**config.mk**
```make
export PLATFORM = sky130hd
export DESIGN_NAME = dcp_tx_fmt_flat
export DESIGN_NICKNAME = d
export VERILOG_FILES = /design/src/rtl/dcp_tx_fmt_if.sv /design/src/rtl/dcp_tx_fmt.sv /design/src/flat_wrapper.sv
export SDC_FILE = /design/constraint.sdc
export NUM_CORES = 1
export LEC_CHECK = 0
export ABC_AREA = 1
export ABC_CLOCK_PERIOD_IN_PS = 3500
export CAP_MARGIN = 20
export CORE_UTILIZATION = 55
export CTS_CLUSTER_DIAMETER = 150
export CTS_CLUSTER_SIZE = 28
export DETAILED_ROUTE_END_ITERATION = 8
export PLACE_DENSITY_LB_ADDON = 0.1
export SLEW_MARGIN = 15
export SYNTH_ARGS = -nofsm -noshare
export SYNTH_HDL_FRONTEND = slang
export SYNTH_SLANG_ARGS = --single-unit
```
**constraint.sdc**
```tcl
create_clock -name clk -period 3.5 [get_ports clk]
set_input_delay 0.35 -clock clk [delete_from_list [all_inputs] [get_ports clk]]
set_output_delay 0.35 -clock clk [all_outputs]
set_load 0.05 [all_outputs]
```
**src/rtl/dcp_tx_fmt_if.sv**
```systemverilog
// Print-request handshake from a command processor, plus the byte stream to the UART transmitter.
// The slave modport is the formatter; the master modport is the requester/UART side.
interface dcp_tx_fmt_if;
  logic        req_tx;
  logic        type_tx;
  logic [31:0] din_tx;
  logic        ack_tx;
  logic        busy;
  logic [7:0]  tx_byte;
  logic        tx_vld;
  logic        tx_rdy;

  modport master (
    output req_tx, type_tx, din_tx, tx_rdy,
    input  ack_tx, busy, tx_byte, tx_vld
  );

  modport slave (
    input  req_tx, type_tx, din_tx, tx_rdy,
    output ack_tx, busy, tx_byte, tx_vld
  );
endinterface

```
**src/rtl/dcp_tx_fmt.sv**
```systemverilog
// Debug-command print responder: renders one raw byte, or one 32-bit word as 8 hex characters
// (MS nibble first), onto a valid/ready byte stream and acks once the last character is taken.
module dcp_tx_fmt #(
  parameter bit HEX_UPPER = 1'b1
) (
  input logic         clk,
  input logic         rst,
  dcp_tx_fmt_if.slave bus
);

  typedef enum logic [1:0] {StIdle, StSend, StAck, StRel} state_e;

  state_e      state_q, state_d;
  logic [31:0] sh_q, sh_d;
  logic        mode_q, mode_d;
  logic [2:0]  cnt_q, cnt_d;

  function automatic logic [7:0] hex_char(input logic [3:0] n);
    logic [7:0] alpha_base;
    alpha_base = HEX_UPPER ? 8'h41 : 8'h61;
    if (n < 4'd10) begin
      return 8'h30 + {4'h0, n};
    end
    return alpha_base + {4'h0, n} - 8'd10;
  endfunction

  always_ff @(posedge clk or posedge rst) begin
    if (rst) begin
      state_q <= StIdle;
      sh_q    <= '0;
      mode_q  <= 1'b0;
      cnt_q   <= '0;
    end else begin
      state_q <= state_d;
      sh_q    <= sh_d;
      mode_q  <= mode_d;
      cnt_q   <= cnt_d;
    end
  end

  always_comb begin
    state_d = state_q;
    sh_d    = sh_q;
    mode_d  = mode_q;
    cnt_d   = cnt_q;
    case (state_q)
      StIdle: begin
        if (bus.req_tx) begin
          sh_d    = bus.din_tx;
          mode_d  = bus.type_tx;
          cnt_d   = bus.type_tx ? 3'd7 : 3'd0;
          state_d = StSend;
        end
      end
      StSend: begin
        // tx_vld is high throughout this state, so tx_rdy alone completes the handshake
        if (bus.tx_rdy) begin
          if (cnt_q == 3'd0) begin
            state_d = StAck;
          end else begin
            cnt_d = cnt_q - 3'd1;
            sh_d  = sh_q << 4;
          end
        end
      end
      StAck: begin
        state_d = StRel;
      end
      StRel: begin
        // Requester drops req_tx a cycle after ack; wait for it so the request is not re-taken
        if (!bus.req_tx) begin
          state_d = StIdle;
        end
      end
      default: begin
        state_d = StIdle;
      end
    endcase
  end

  // Outputs depend only on registered state
  always_comb begin
    bus.tx_vld  = (state_q == StSend);
    bus.ack_tx  = (state_q == StAck);
    bus.busy    = (state_q != StIdle);
    bus.tx_byte = 8'h00;
    if (state_q == StSend) begin
      bus.tx_byte = mode_q ? hex_char(sh_q[31:28]) : sh_q[7:0];
    end
  end

endmodule

```
**src/flat_wrapper.sv**
```systemverilog
// flat-port wrapper written by rule: the top's interface ports become plain ports
module dcp_tx_fmt_flat 
#(
  parameter bit HEX_UPPER = 1'b1
)
  (clk, rst, bus_req_tx, bus_type_tx, bus_din_tx, bus_tx_rdy, bus_ack_tx, bus_busy, bus_tx_byte, bus_tx_vld);
  dcp_tx_fmt_if bus_i ();
  input logic clk;
  input logic rst;
  input wire logic [$bits(bus_i.req_tx)-1:0] bus_req_tx;
  input wire logic [$bits(bus_i.type_tx)-1:0] bus_type_tx;
  input wire logic [$bits(bus_i.din_tx)-1:0] bus_din_tx;
  input wire logic [$bits(bus_i.tx_rdy)-1:0] bus_tx_rdy;
  output wire logic [$bits(bus_i.ack_tx)-1:0] bus_ack_tx;
  output wire logic [$bits(bus_i.busy)-1:0] bus_busy;
  output wire logic [$bits(bus_i.tx_byte)-1:0] bus_tx_byte;
  output wire logic [$bits(bus_i.tx_vld)-1:0] bus_tx_vld;
  assign bus_i.req_tx = bus_req_tx;
  assign bus_i.type_tx = bus_type_tx;
  assign bus_i.din_tx = bus_din_tx;
  assign bus_i.tx_rdy = bus_tx_rdy;
  assign bus_ack_tx = bus_i.ack_tx;
  assign bus_busy = bus_i.busy;
  assign bus_tx_byte = bus_i.tx_byte;
  assign bus_tx_vld = bus_i.tx_vld;
  dcp_tx_fmt #(.HEX_UPPER(HEX_UPPER)) u_core (.clk(clk), .rst(rst), .bus(bus_i));
endmodule
```
---- Word level (Yosys, flattened, before mapping) ----
Index checks and enable logic that the tools add are counted.
word-level totals
  bits in registers ....................... 38
  bits of input ports ..................... 37
  output and inout port bits .............. 11
  logic and storage cells ................. 44
operators by class
  $add $sub $neg .......................... 4
  order comparisons ....................... 1
  eq/ne operators ......................... 8
  mux-type cells .......................... 20
  reductions and logical operators ........ 7
operator list
  kind                                                    count
  2-to-1 mux 32 bit                                       3
  case mux 32 bit (2 select lines)                        1
  2-to-1 mux 8 bit                                        4
  2-to-1 mux 3 bit                                        4
  adder 7 x 4 -> 8 bit (first input constant)             1
  2-to-1 mux 2 bit                                        4
  inequality test 2 bit (second input constant)           4
  case mux 2 bit (4 select lines)                         1
  AND reduction 4 bit                                     2
  subtractor 8 x 4 -> 8 bit (second input constant)       1
  adder 6 x 4 -> 7 bit (first input constant)             1
  case mux 3 bit (2 select lines)                         1
  == test 2 bit (second input constant)                   2
  < comparator 4 bit (second input constant)              1
  nonzero test 2 bit                                      2
  zero test 3 bit                                         1
  subtractor 3 x 1 -> 3 bit (second input constant)       1
  == test 2 x 1 -> 1 bit (second input constant)          1
  zero test 2 bit                                         1
  2-to-1 mux 1 bit                                        2
  inequality test 2 x 1 -> 1 bit (second input constant)  1
  AND reduction 2 bit                                     1

---- Longest topological paths before layout ----
Gate-level depths: netlist of the first run.
  depth in word-level cells ............... 6
  gate-level depth with buffers ........... 10

---- Least setup slack after synthesis of the first run ----
No wires, ideal clock.
  path type ............................... reg2out
  start point ............................. register u_core.state_q[1]
  end point ............................... output bus_tx_byte[4]
  arrival time ............................ 2.662 ns
  slack ................................... 0.488 ns
  cell stages (with the launch flop) ...... 7
  cell sequence ........................... dfrtp_1 inv_1 ha_1 buf_4 clkbuf_1 nand2_1 o21ai_0
between the ends
  cells in the longest elaborated chain, start to end .. 2
RTL lines
  item                      line                source
  start: declaration        dcp_tx_fmt.sv:13    state_e state_q, state_d;
  start signal: assignment  dcp_tx_fmt.sv:29    state_q <= StIdle;
  start signal: assignment  dcp_tx_fmt.sv:34    state_q <= state_d;
  == test 2 x 1 -> 1 bit    n/a
  named net bus_tx_vld      flat_wrapper.sv:17  output wire logic [$bits(bus_i.tx_vld)-1:0] bus_tx_vld;
  2-to-1 mux 8 bit          dcp_tx_fmt.sv:87    if (state_q == StSend) begin
  end: declaration          flat_wrapper.sv:16  output wire logic [$bits(bus_i.tx_byte)-1:0] bus_tx_byte;
The timed path passes the listed nets, and every way through them passes these cells.

---- Worst setup path in the final report of the first run ----
  start point ............................. register u_core.state_q[1]
  end point ............................... output bus_tx_byte[6]
between the ends
  cells in the longest elaborated chain, start to end .. 2
RTL lines
  item                    line
  == test 2 x 1 -> 1 bit  dcp_tx_fmt.sv:87
  2-to-1 mux 8 bit        dcp_tx_fmt.sv:87
No other way between the ends.

==> results by group, run 1 <==
Floorplan
  • Number of top-level pins: 48
  • Starting density of the core: 0.595
  • Die area: 0.00437 mm^2
  • Site row count: 22
  • Placeable core region: 0.00380 mm^2
  • Chip Width: 66.1 um
  • Die Ht: 66.1 um

Global routing
  • GR Overflow Total: 0
  • Antenna violations before repair: 0
  • Global-route wire length before repair: 8.80 mm
  • GRT Util Overall: 0.270
  • Largest net degree at the start of global routing: 43
  • Number of global-route vias before repair: 1924

Finish
  • Post-synthesis to final-layout area growth: 24.8%
  • Count of fill cells added during filler insertion: 319
  • Post-route non-filler standard cell count: 412
  • End-of-flow core utilization: 0.742
  • Area of all placed cells without fillers: 0.00282 mm^2
  • Diode count: 0
  • Fraction of layout cells with a size suffix above 1: 0.0577
  • Nets: 408
  • Sequential cell area: 951 um^2
  • Multi-input gate area in the final layout: 0.00113 mm^2

Outcome
  • Result of the run: complete, no violations

Clocking
  • Clock latency on the worst-skew pair: 290 ps
  • Clock-pin slew of the registers on the worst-case setup and hold paths: 70 ps
  • Clock Sinks: 38
  • Number of buffers inserted during clock tree synthesis: 5
  • Clock Tree Root: clkbuf_8
  • Number of buffers inserted by hold repair at cts: 0
  • Worst-case clock buffer depth: 2
  • Count of instances resized after the clock tree is built: 0
  • CTS tree: done
  • Total setup buffers inserted after CTS: 0
  • H-tree lvl count: 2

Critical path
  • Highest fanout seen on the critical path: 14
  • Startpoint of the most critical register-to-register path: u_core.state_q[1]
  • CP arrival: 2500 ps
  • Flop-to-flop setup slack: 1180 ps
  • Depth of the most critical reg-to-reg path: 8
  • Endpoint class of the critical path: output pin
  • Crit Path Category: flop to output pin
  • Critical path startpoint category: flop
  • Endpoint of the worst-slack reg-to-reg timing path: u_core.sh_q[6]
  • Required time of the critical path: 3150 ps

Timing
  • Fmax achieved: 0.350 GHz
  • Worst clock skew: 4.69 ps
  • Crit share post-route: 0.815
  • Aggregate negative setup slack: 0 ps
  • Min cycle time layout: 2850 ps
  • RSZ-0062 raised after global routing: false
  • Worst hold margin: 459 ps
  • Setup violation total in the final timing report: 0
  • Number of hold violations in the final report: 0
  • Actual slew at the worst max-slew pin: 625 ps
  • Slew Viols, Final: 0
  • Worst slew margin: 0.583

Placement
  • Final weighted congestion in routability-driven placement: 0.752
  • Number of cells after detailed placement: 404
  • HPWL after detailed placement: 3.44 mm
  • Placed cell areas: 0.00273 mm^2
  • Number of port buffers: 47

Min path
  • Worst min-delay path category: input pin to async pin

Synthesis
  • Summed instance area of the synthesized netlist: 0.00226 mm^2
  • Portion of the post-synthesis area used by sequential elements: 0.421
  • Number of different library cells in the post-synthesis netlist: 20
  • Top post-synthesis cells by area: dfrtp_1, nand2_1, nand3_1, ha_1, o21ai_0
  • Per-instance average area after synthesis: 6.99 um^2
  • Total number of yosys warnings: 0
  • Synthesized netlist cell count: 323
  • Number of synthesized register bits: 38
  • Library cell occupying the most area in the post-synthesis netlist: dfrtp_1
  • Portion of synthesized cell area occupied by the leading cell type: 0.421
  • Net Count, Synth: 368

Flow run
  • Max Cap Violations: 0

Route
  • Detailed-route wire length per cell: 12.7 um
  • DRC viols: 0
  • First-pass iteration count of the detailed router: 4
  • Vias per cell: 5.13
  • Routed WL: 5.22 mm
  • Antenna-violating nets left: 0
  • DRC violation total after the first TritonRoute iteration: 194
  • Vias after detailed routing: 2115

Power and ir drop
  • Pleak: 1.51 nW
  • Power Density: 984 mW/mm^2
  • Worst vdd rail ir drop: 0.000843 V
where the power goes:
group | switching [mW] | internal, mW | total, mW
Sequential | 0.146 | 0.655 | 0.801
Combinational | 1.11 | 0.549 | 1.66
Clock | 0.152 | 0.159 | 0.311
Total | 1.41 | 1.36 | 2.77
cell families (layout without fill, tap and decap cells):
family / Yosys count / after routing / share of synthesized area
flops: 38 / 38 / 0.421
fa+ha+maj: 8 / 8 / 0.0443
buf+inv: 36 / 77 / 0.0770
compound gates: 23 / 23 / 0.0621
simple gates: 218 / 218 / 0.396
through the flow:
step / worst slack, ps / power, mW
3_3_place_gp: 1070 / 2.42
3_5_place_dp: 975 / 2.46
4_1_cts: 641 / 2.78
5_1_grt: 435 / 3.03
2_1_floorplan: 488 / 2.09
6_report: 646 / 2.77
flip-flops by register name, summed over array words and instances (netlist names):
signal and count:
u_core.state_q 2, u_core.sh_q 32, u_core.mode_q 1, u_core.cnt_q 3
layout by cell type (no fill, tap or decap):
cell type and count:
buf_4 6, a21oi_1 6, nand2_4 1, o21ai_0 14, buf_12 2, dfrtp_1 38
o21ai_4 2, clkinv_2 1, nand3b_1 4, inv_2 2, ha_1 8, clkdlybuf4s50_1 43
or2_2 1, inv_1 16, nor3_1 1, nand2_1 170, clkbuf_8 6, nor2_1 3
o21a_1 1, clkbuf_1 1, nand3_1 37, nand4_1 1
how the worst max path moves through the flow:
stage,start,end,cells past startpoint
2_1_floorplan,u_core.state_q[1],bus_tx_byte[4],6
3_3_place_gp,u_core.state_q[1],bus_tx_byte[2],5
3_5_place_dp,u_core.state_q[1],bus_tx_byte[6],5
4_1_cts,u_core.state_q[1],bus_tx_byte[6],5
5_1_grt,u_core.state_q[1],bus_tx_byte[6],5
6_report,u_core.state_q[1],bus_tx_byte[6],5
cell type report:
cell class / count / share of cell area
multi-input combinational: 249 / 0.402
sequential: 38 / 0.337
timing repair buffer: 51 / 0.183
clock buffer: 7 / 0.0306
inverter: 18 / 0.0240
tap: 48 / 0.0213
clock inverter: 1 / 0.00178
routing by layer:
layer  share of wire  track usage  routed length (um)  vias to the layer above
li1                -            -                   -                     1093
met1            0.46        0.365                2420                      949
met2            0.46        0.432                2400                       69
met3           0.064       0.0655                 336                        4
met4           0.011       0.0718                  58                        0
met5               0            0                   0                        -
cell usage after synthesis, drive strengths merged:
library cell  instances
nand3                37
o21ai                16
nor2                  3
nor3                  1
inv                  18
or2                   1
clkbuf                4
ha                    8
nand3b                4
nand2               171
dfrtp                38
o21a                  1
a21oi                 6
nand4                 1
buf                  14
critical path, stage by stage, from the launching register on:
cell and delay [ps]:
dfrtp_1 410, inv_1 110, ha_1 530, o21ai_0 180, a21oi_1 160, clkdlybuf4s50_1 820
Power figures use the tool's default switching activity.
==> run 2: changes to the inputs <==
--- a/config.mk
+++ b/config.mk
@@ -6,9 +6,9 @@
 export NUM_CORES = 1
 export LEC_CHECK = 0
 export ABC_AREA = 1
-export ABC_CLOCK_PERIOD_IN_PS = 3500
+export ABC_CLOCK_PERIOD_IN_PS = 2930
 export CAP_MARGIN = 20
-export CORE_UTILIZATION = 55
+export CORE_UTILIZATION = 51
 export CTS_CLUSTER_DIAMETER = 150
 export CTS_CLUSTER_SIZE = 28
 export DETAILED_ROUTE_END_ITERATION = 8
==> constraint.sdc (replaced) <==
create_clock -name clk -period 2.93 [get_ports clk]
set_input_delay 0.293 -clock clk [delete_from_list [all_inputs] [get_ports clk]]
set_output_delay 0.293 -clock clk [all_outputs]
set_load 0.05 [all_outputs]
==> run 2 against run 1 <==
  * Count of clock-buffer cells in the layout is 1 lower
  * Largest cell class unchanged
  * Total power is 20% higher
  * Critical endpoint is now u_core.sh_q[22]
  * Utilization is 4.9 points lower
  * Non-clock buffer count stayed put
  * Critical path depth is 3 higher
  * Critical path type is now flop to flop
  * Setup slack worse by 63 ps
==> results by group, run 2 (synthesis gave the netlist of run 1 again) <==
Power and ir drop
  • Worst vdd rail ir drop: 0.000869 V (was 0.000843 V)
  • Share of total power in sequential cells: 0.289 (about the same)
  • Share of power burned in combinational logic: 0.605 (was 0.599)
  • Internal Pwr Total: 1.65 mW (was 1.36 mW)
  • Final Total Pwr: 3.32 mW (was 2.77 mW)
  • Switching power summed over all nets: 1.67 mW (was 1.41 mW)
  • Power Density: 1160 mW/mm^2 (was 984 mW/mm^2)
  • Fraction of power spent switching nets: 0.503 (was 0.508)
  • Clock group share of total power: 0.105 (was 0.112)
  • Pleak: 1.53 nW (was 1.51 nW)

Critical path
  • End point of the critical path: u_core.sh_q[22] (was bus_tx_byte[6])
  • Largest delay contributor family on the critical path: buffers and inverters (unchanged)
  • Start point of the critical path: u_core.state_q[1] (unchanged)
  • Critical path startpoint category: flop (unchanged)
  • Sequence of cells on the critical path: inv_1 > ha_1 > inv_2 > o21ai_4 > inv_2 > nand2_4 > nand2_1 > nand2_1 (was inv_1 > ha_1 > o21ai_0 > a21oi_1 > clkdlybuf4s50_1)
  • Startpoint of the most critical register-to-register path: u_core.state_q[1] (unchanged)
  • Required time of the critical path: 3110 ps (was 3150 ps)
  • CP arrival: 2530 ps (was 2500 ps)
  • Crit path buffers/inverters: 3 (was 2)
  • Crit Path Category: flop to flop (was flop to output pin)
  • Slowest cell on crit path: inv_2 (was clkdlybuf4s50_1)
  • Depth of the most critical reg-to-reg path: 8 (unchanged)
  • Highest fanout seen on the critical path: 36 (was 14)
  • Endpoint class of the critical path: flop (was output pin)
  • Crit path depth: 8 (was 5)
  • CP peak stage delay: 460 ps (was 820 ps)
  • Flop-to-flop setup slack: 580 ps (was 1180 ps)
  • Endpoint of the worst-slack reg-to-reg timing path: u_core.sh_q[22] (was u_core.sh_q[6])

Global routing
  • Antenna violations before repair: 0 (unchanged)
  • Number of global-route vias before repair: 1912 (was 1924)
  • GR Overflow Total: 0 (unchanged)
  • Global-route wire length before repair: 8.41 mm (was 8.80 mm)
  • GRT Util Overall: 0.245 (was 0.270)
  • Largest net degree at the start of global routing: 39 (was 43)

Timing
  • Actual slew at the worst max-slew pin: 597 ps (was 625 ps)
  • Slew Viols, Final: 0 (unchanged)
  • Min cycle time layout: 2350 ps
  • Worst clock skew: 3.98 ps (was 4.69 ps)
  • Worst slew margin: 0.601 (was 0.583)
  • Setup violation total in the final timing report: 0 (unchanged)
  • Fmax achieved: 0.426 GHz
  • RSZ-0062 raised after global routing: false (unchanged)
  • Aggregate negative setup slack: 0 ps (unchanged)
  • Number of hold violations in the final report: 0 (unchanged)
  • Crit share post-route: 0.801

Floorplan
  • Placeable core region: 0.00412 mm^2 (was 0.00380 mm^2)
  • Die Ht: 68.5 um (was 66.1 um)
  • Number of top-level pins: 48 (unchanged)
  • Die area: 0.00470 mm^2 (was 0.00437 mm^2)
  • Starting density of the core: 0.549 (was 0.595)
  • Chip Width: 68.5 um (was 66.1 um)
  • Site row count: 23 (was 22)

Placement
  • HPWL after detailed placement: 3.48 mm (was 3.44 mm)
  • Number of port buffers: 47 (unchanged)
  • Placed cell areas: 0.00277 mm^2 (was 0.00273 mm^2)
  • Final weighted congestion in routability-driven placement: 0.821 (was 0.752)

Clocking
  • Clock Sinks: 38 (unchanged)
  • Worst-case clock buffer depth: 2 (unchanged)
  • Clock-pin slew of the registers on the worst-case setup and hold paths: 60 ps (was 70 ps)
  • Clock latency on the worst-skew pair: 290 ps (about the same)
  • Count of instances resized after the clock tree is built: 0 (unchanged)
  • Number of buffers inserted by hold repair at cts: 0 (unchanged)
  • Clock Tree Root: clkbuf_8 (unchanged)
  • Number of buffers inserted during clock tree synthesis: 5 (unchanged)
  • H-tree lvl count: 2 (unchanged)
  • Total setup buffers inserted after CTS: 0 (unchanged)
  • CTS tree: done (unchanged)

Finish
  • Multi-input gate area in the final layout: 0.00113 mm^2 (unchanged)
  • Most used cells in the layout excluding fill and tap cells: nand2_1, clkdlybuf4s50_1, dfrtp_1 (unchanged)
  • Post-synthesis to final-layout area growth: 26.2% (was 24.8%)
  • Fraction of layout cells with a size suffix above 1: 0.0691 (was 0.0577)
  • Count of fill cells added during filler insertion: 358 (was 319)
  • Sequential cell area: 951 um^2 (unchanged)
  • Number of flip-flops under the largest register name: 32 (unchanged)
  • Largest registers: u_core.sh_q: 32 flops, u_core.cnt_q: 3 flops, u_core.state_q: 2 flops (unchanged)
  • Diode count: 0 (unchanged)
  • Register containing the most flip-flops in the final layout: u_core.sh_q (unchanged)
  • Nets: 408 (unchanged)
  • Area of all placed cells without fillers: 0.00285 mm^2 (was 0.00282 mm^2)
  • Commonest non-fill, non-tap cell in the layout: nand2_1 (unchanged)
  • End-of-flow core utilization: 0.693 (was 0.742)

Flow run
  • Max Cap Violations: 0 (unchanged)

Route
  • WL met1: 2.40 mm (was 2.42 mm)
  • Detailed-route wire length per cell: 12.6 um (was 12.7 um)
  • Highest layer used for signal routing: met4 (unchanged)
  • DRC viols: 0 (unchanged)
  • Routed WL: 5.18 mm (was 5.22 mm)
  • Antenna-violating nets left: 0 (unchanged)
  • Vias per cell: 5.17 (was 5.13)
  • Met2 WL: 2.46 mm (was 2.40 mm)
  • First-pass iteration count of the detailed router: 4 (unchanged)
  • Routed met3 length: 275 um (was 336 um)
  • Vias after detailed routing: 2132 (was 2115)
  • DRC violation total after the first TritonRoute iteration: 188 (was 194)

Outcome
  • Result of the run: complete, no violations (unchanged)

Min path
  • Worst min-delay path category: input pin to async pin (unchanged)
-- run 2: metal layers --
metal	track usage	up-vias
met5	0	-
met3	0.0395	5
met2	0.406	64
li1	-	1091
met1	0.321	972
met4	0.0938	0
-- run 2: layout make-up --
class,count,share of cell area
Multi-Input combinational cell,249,0.398
Sequential cell,38,0.334
Timing Repair Buffer,51,0.194
Clock buffer,6,0.0290
Inverter,18,0.0237
Tap cell,50,0.0219
-- run 2: power by group through the flow --
stage	clock network [mW]	registers (mW)	logic [mW]
final	0.349	0.960	2.01
after global routing	0.376	0.984	2.26
after CTS	0.358	0.954	2.02
after detailed placement	0	0.960	2.01
after global placement	0	0.960	1.96
after floorplan	0	0.903	1.59
-- run 2: worst min-delay path: stages --
cell and delay, ps:
clkdlybuf4s50_1 390, inv_1 50, buf_4 410
-- run 2: per-stage QoR --
step                      hold WS [ps]  setup slack, ps  instances
final                              409              583        412
after floorplan                    442              159        323
after global routing               468              359        412
after CTS                          424              602        412
after global placement             455              694        406
after detailed placement           458              628        406
-- run 2: worst min-delay path by stage --
stage / end / cells past startpoint
CTS: u_core.sh_q[27] / 3
detailed placement: u_core.sh_q[7] / 2
floorplan: u_core.sh_q[10] / 2
finish: u_core.sh_q[18] / 3
global placement: u_core.cnt_q[2] / 2
global route: u_core.sh_q[18] / 3
==> run 3: changes to the inputs <==
--- a/config.mk
+++ b/config.mk
@@ -6,7 +6,7 @@
 export NUM_CORES = 1
 export LEC_CHECK = 0
 export ABC_AREA = 1
-export ABC_CLOCK_PERIOD_IN_PS = 2930
+export ABC_CLOCK_PERIOD_IN_PS = 2400
 export CAP_MARGIN = 20
 export CORE_UTILIZATION = 51
 export CTS_CLUSTER_DIAMETER = 150
==> constraint.sdc (replaced) <==
create_clock -name clk -period 2.4 [get_ports clk]
set_input_delay 0.24 -clock clk [delete_from_list [all_inputs] [get_ports clk]]
set_output_delay 0.24 -clock clk [all_outputs]
set_load 0.05 [all_outputs]
==> run 3 against run 2 <==
  * Register-to-register slack lost 320 ps
  * Utilization grew 2.6 points
  * Setup slack lost 400 ps
  * Via count shrank 1.0%
  * Design area grew 3.8%
  * Die area is the same
  * Highest routed layer unchanged
==> results by group, run 3 (synthesis gave the netlist of run 1 again) <==
Outcome
  • Result of the run: complete, no violations (unchanged)

Finish
  • Commonest non-fill, non-tap cell in the layout: nand2_1 (unchanged)
  • Largest registers: u_core.sh_q: 32 flops, u_core.cnt_q: 3 flops, u_core.state_q: 2 flops (unchanged)
  • Multi-input gate area in the final layout: 0.00117 mm^2 (was 0.00113 mm^2)
  • Sequential cell area: 951 um^2 (unchanged)
  • Number of flip-flops under the largest register name: 32 (unchanged)
  • Most used cells in the layout excluding fill and tap cells: nand2_1, clkdlybuf4s50_1, dfrtp_1 (unchanged)
  • Diode count: 0 (unchanged)
  • Count of fill cells added during filler insertion: 338 (was 358)
  • Fraction of layout cells with a size suffix above 1: 0.0902 (was 0.0691)
  • Register containing the most flip-flops in the final layout: u_core.sh_q (unchanged)
  • Nets: 410 (was 408)
  • Post-synthesis to final-layout area growth: 31.0% (was 26.2%)
  • Area of all placed cells without fillers: 0.00296 mm^2 (was 0.00285 mm^2)
  • Post-route non-filler standard cell count: 416 (was 412)
  • End-of-flow core utilization: 0.719 (was 0.693)

Critical path
  • Highest fanout seen on the critical path: 4 (was 36)
  • Endpoint class of the critical path: output pin (was flop)
  • Sequence of cells on the critical path: inv_1 > ha_1 > inv_1 > clkdlybuf4s50_1 (was inv_1 > ha_1 > inv_2 > o21ai_4 > inv_2 > nand2_4 > nand2_1 > nand2_1)
  • CP peak stage delay: 810 ps (was 460 ps)
  • Critical path startpoint category: flop (unchanged)
  • Crit Path Category: flop to output pin (was flop to flop)
  • Largest delay contributor family on the critical path: buffers and inverters (unchanged)
  • Required time of the critical path: 2160 ps (was 3110 ps)
  • CP arrival: 1970 ps (was 2530 ps)
  • Slowest cell on crit path: clkdlybuf4s50_1 (was inv_2)
  • Most used cell along the critical path: inv_1
  • Crit path buffers/inverters: 3 (unchanged)

Timing
  • Actual slew at the worst max-slew pin: 591 ps (was 597 ps)
  • Worst path setup slack after routing: 186 ps (was 583 ps)
  • RSZ-0062 raised after global routing: false (unchanged)
  • Min cycle time layout: 2210 ps
  • Worst slew margin: 0.605 (was 0.601)
  • Crit share post-route: 0.923
  • Worst hold margin: 353 ps (was 409 ps)
  • Setup violation total in the final timing report: 0 (unchanged)
  • Slew Viols, Final: 0 (unchanged)
  • Worst clock skew: 11.2 ps (was 3.98 ps)
  • Number of hold violations in the final report: 0 (unchanged)
  • Fmax achieved: 0.452 GHz
  • Aggregate negative setup slack: 0 ps (unchanged)

Placement
  • Final weighted congestion in routability-driven placement: 0.867 (was 0.821)
  • Placed cell areas: 0.00284 mm^2 (was 0.00277 mm^2)
  • Number of cells after detailed placement: 408 (was 406)
  • Number of port buffers: 47 (unchanged)
  • Minimum setup slack after placement: 132 ps (was 628 ps)
  • HPWL after detailed placement: 3.57 mm (was 3.48 mm)

Global routing
  • Antenna violations before repair: 0 (unchanged)
  • GR Overflow Total: 0 (unchanged)
  • Global-route wire length before repair: 8.54 mm (was 8.41 mm)
  • Largest net degree at the start of global routing: 39 (unchanged)
  • GRT Util Overall: 0.250 (was 0.245)
  • Number of global-route vias before repair: 1850 (was 1912)

Power and ir drop
  • Pleak: 1.56 nW (was 1.53 nW)
  • Worst vdd rail ir drop: 0.00119 V (was 0.000869 V)
  • Final Total Pwr: 4.31 mW (was 3.32 mW)
  • Power Density: 1460 mW/mm^2 (was 1160 mW/mm^2)

Route
  • Vias per cell: 5.07 (was 5.17)
  • Detailed-route wire length per cell: 12.7 um (was 12.6 um)
  • Routed WL: 5.27 mm (was 5.18 mm)
  • DRC viols: 0 (unchanged)
  • First-pass iteration count of the detailed router: 4 (unchanged)
  • Vias after detailed routing: 2110 (was 2132)
  • Antenna-violating nets left: 0 (unchanged)
  • DRC violation total after the first TritonRoute iteration: 142 (was 188)

Floorplan
  • Placeable core region: 0.00412 mm^2 (unchanged)
  • Chip Width: 68.5 um (unchanged)
  • Site row count: 23 (unchanged)
  • Number of top-level pins: 48 (unchanged)
  • Die area: 0.00470 mm^2 (unchanged)
  • Starting density of the core: 0.549 (unchanged)
  • Die Ht: 68.5 um (unchanged)

Clocking
  • Clock Tree Root: clkbuf_8 (unchanged)
  • Number of buffers inserted by hold repair at cts: 0 (unchanged)
  • H-tree lvl count: 2 (unchanged)
  • Worst-case clock buffer depth: 2 (unchanged)
  • Total setup buffers inserted after CTS: 0 (unchanged)
  • Clock latency on the worst-skew pair: 290 ps (about the same)
  • Clock-pin slew of the registers on the worst-case setup and hold paths: 80 ps (was 60 ps)
  • Number of buffers inserted during clock tree synthesis: 5 (unchanged)
  • CTS tree: done (unchanged)
  • Clock Sinks: 38 (unchanged)
  • Count of instances resized after the clock tree is built: 0 (unchanged)

Min path
  • Worst min-delay path category: input pin to async pin (unchanged)

Flow run
  • Max Cap Violations: 0 (unchanged)
## run 3: cell count changes in the layout (fill, tap and decap cells not counted), sizes merged
| cell | before | now |
|---|---|---|
| bufinv | 0 | 1 |
| clkbuf | 6 | 7 |
| buf | 13 | 15 |
## run 3: final cells by class
type                    count  share of cell area
flip-flops and latches     38               0.321
well taps                  50              0.0211
repair buffers             53               0.205
clock inverters             1              0.0101
multi-input cells         249               0.394
inverters                  18              0.0228
clock buffers               7              0.0258
## run 3: where the power goes
group	total [mW]	switching, mW	internal (mW)
clock	0.528	0.217	0.311
combinational	2.61	1.66	0.949
sequential	1.18	0.222	0.955
total	4.31	2.10	2.21
## run 3: worst reg2reg max path, delay by kind of cell (launching register included)
kind            cells  cell delay (ps)
simple gates        3              590
fa+ha+maj           1              210
compound gates      1               90
buf+inv             3              760
flops               1              380
## run 3: per-layer routing
metal | routed length (um) | vias up | track usage
li1 | - | 1091 | -
met1 | 2430 | 948 | 0.332
met2 | 2490 | 63 | 0.412
met3 | 264 | 8 | 0.0444
met4 | 76 | 0 | 0.0833
met5 | 0 | - | 0
## run 3: worst paths after layout
kind | to | cells after the start | slack [ps] | startpoint
worst max-delay path | bus_busy | 4 | 190 | u_core.state_q[0]
worst min-delay path | u_core.sh_q[17] | 3 | 350 | rst
worst max register to register | u_core.cnt_q[0] | 8 | 260 | u_core.state_q[1]
worst min register to register | u_core.sh_q[24] | 2 | 470 | u_core.sh_q[24]
max in group asynchronous | u_core.sh_q[24] | 3 | 1690 | rst
min in group clk | u_core.sh_q[24] | 2 | 470 | u_core.sh_q[24]
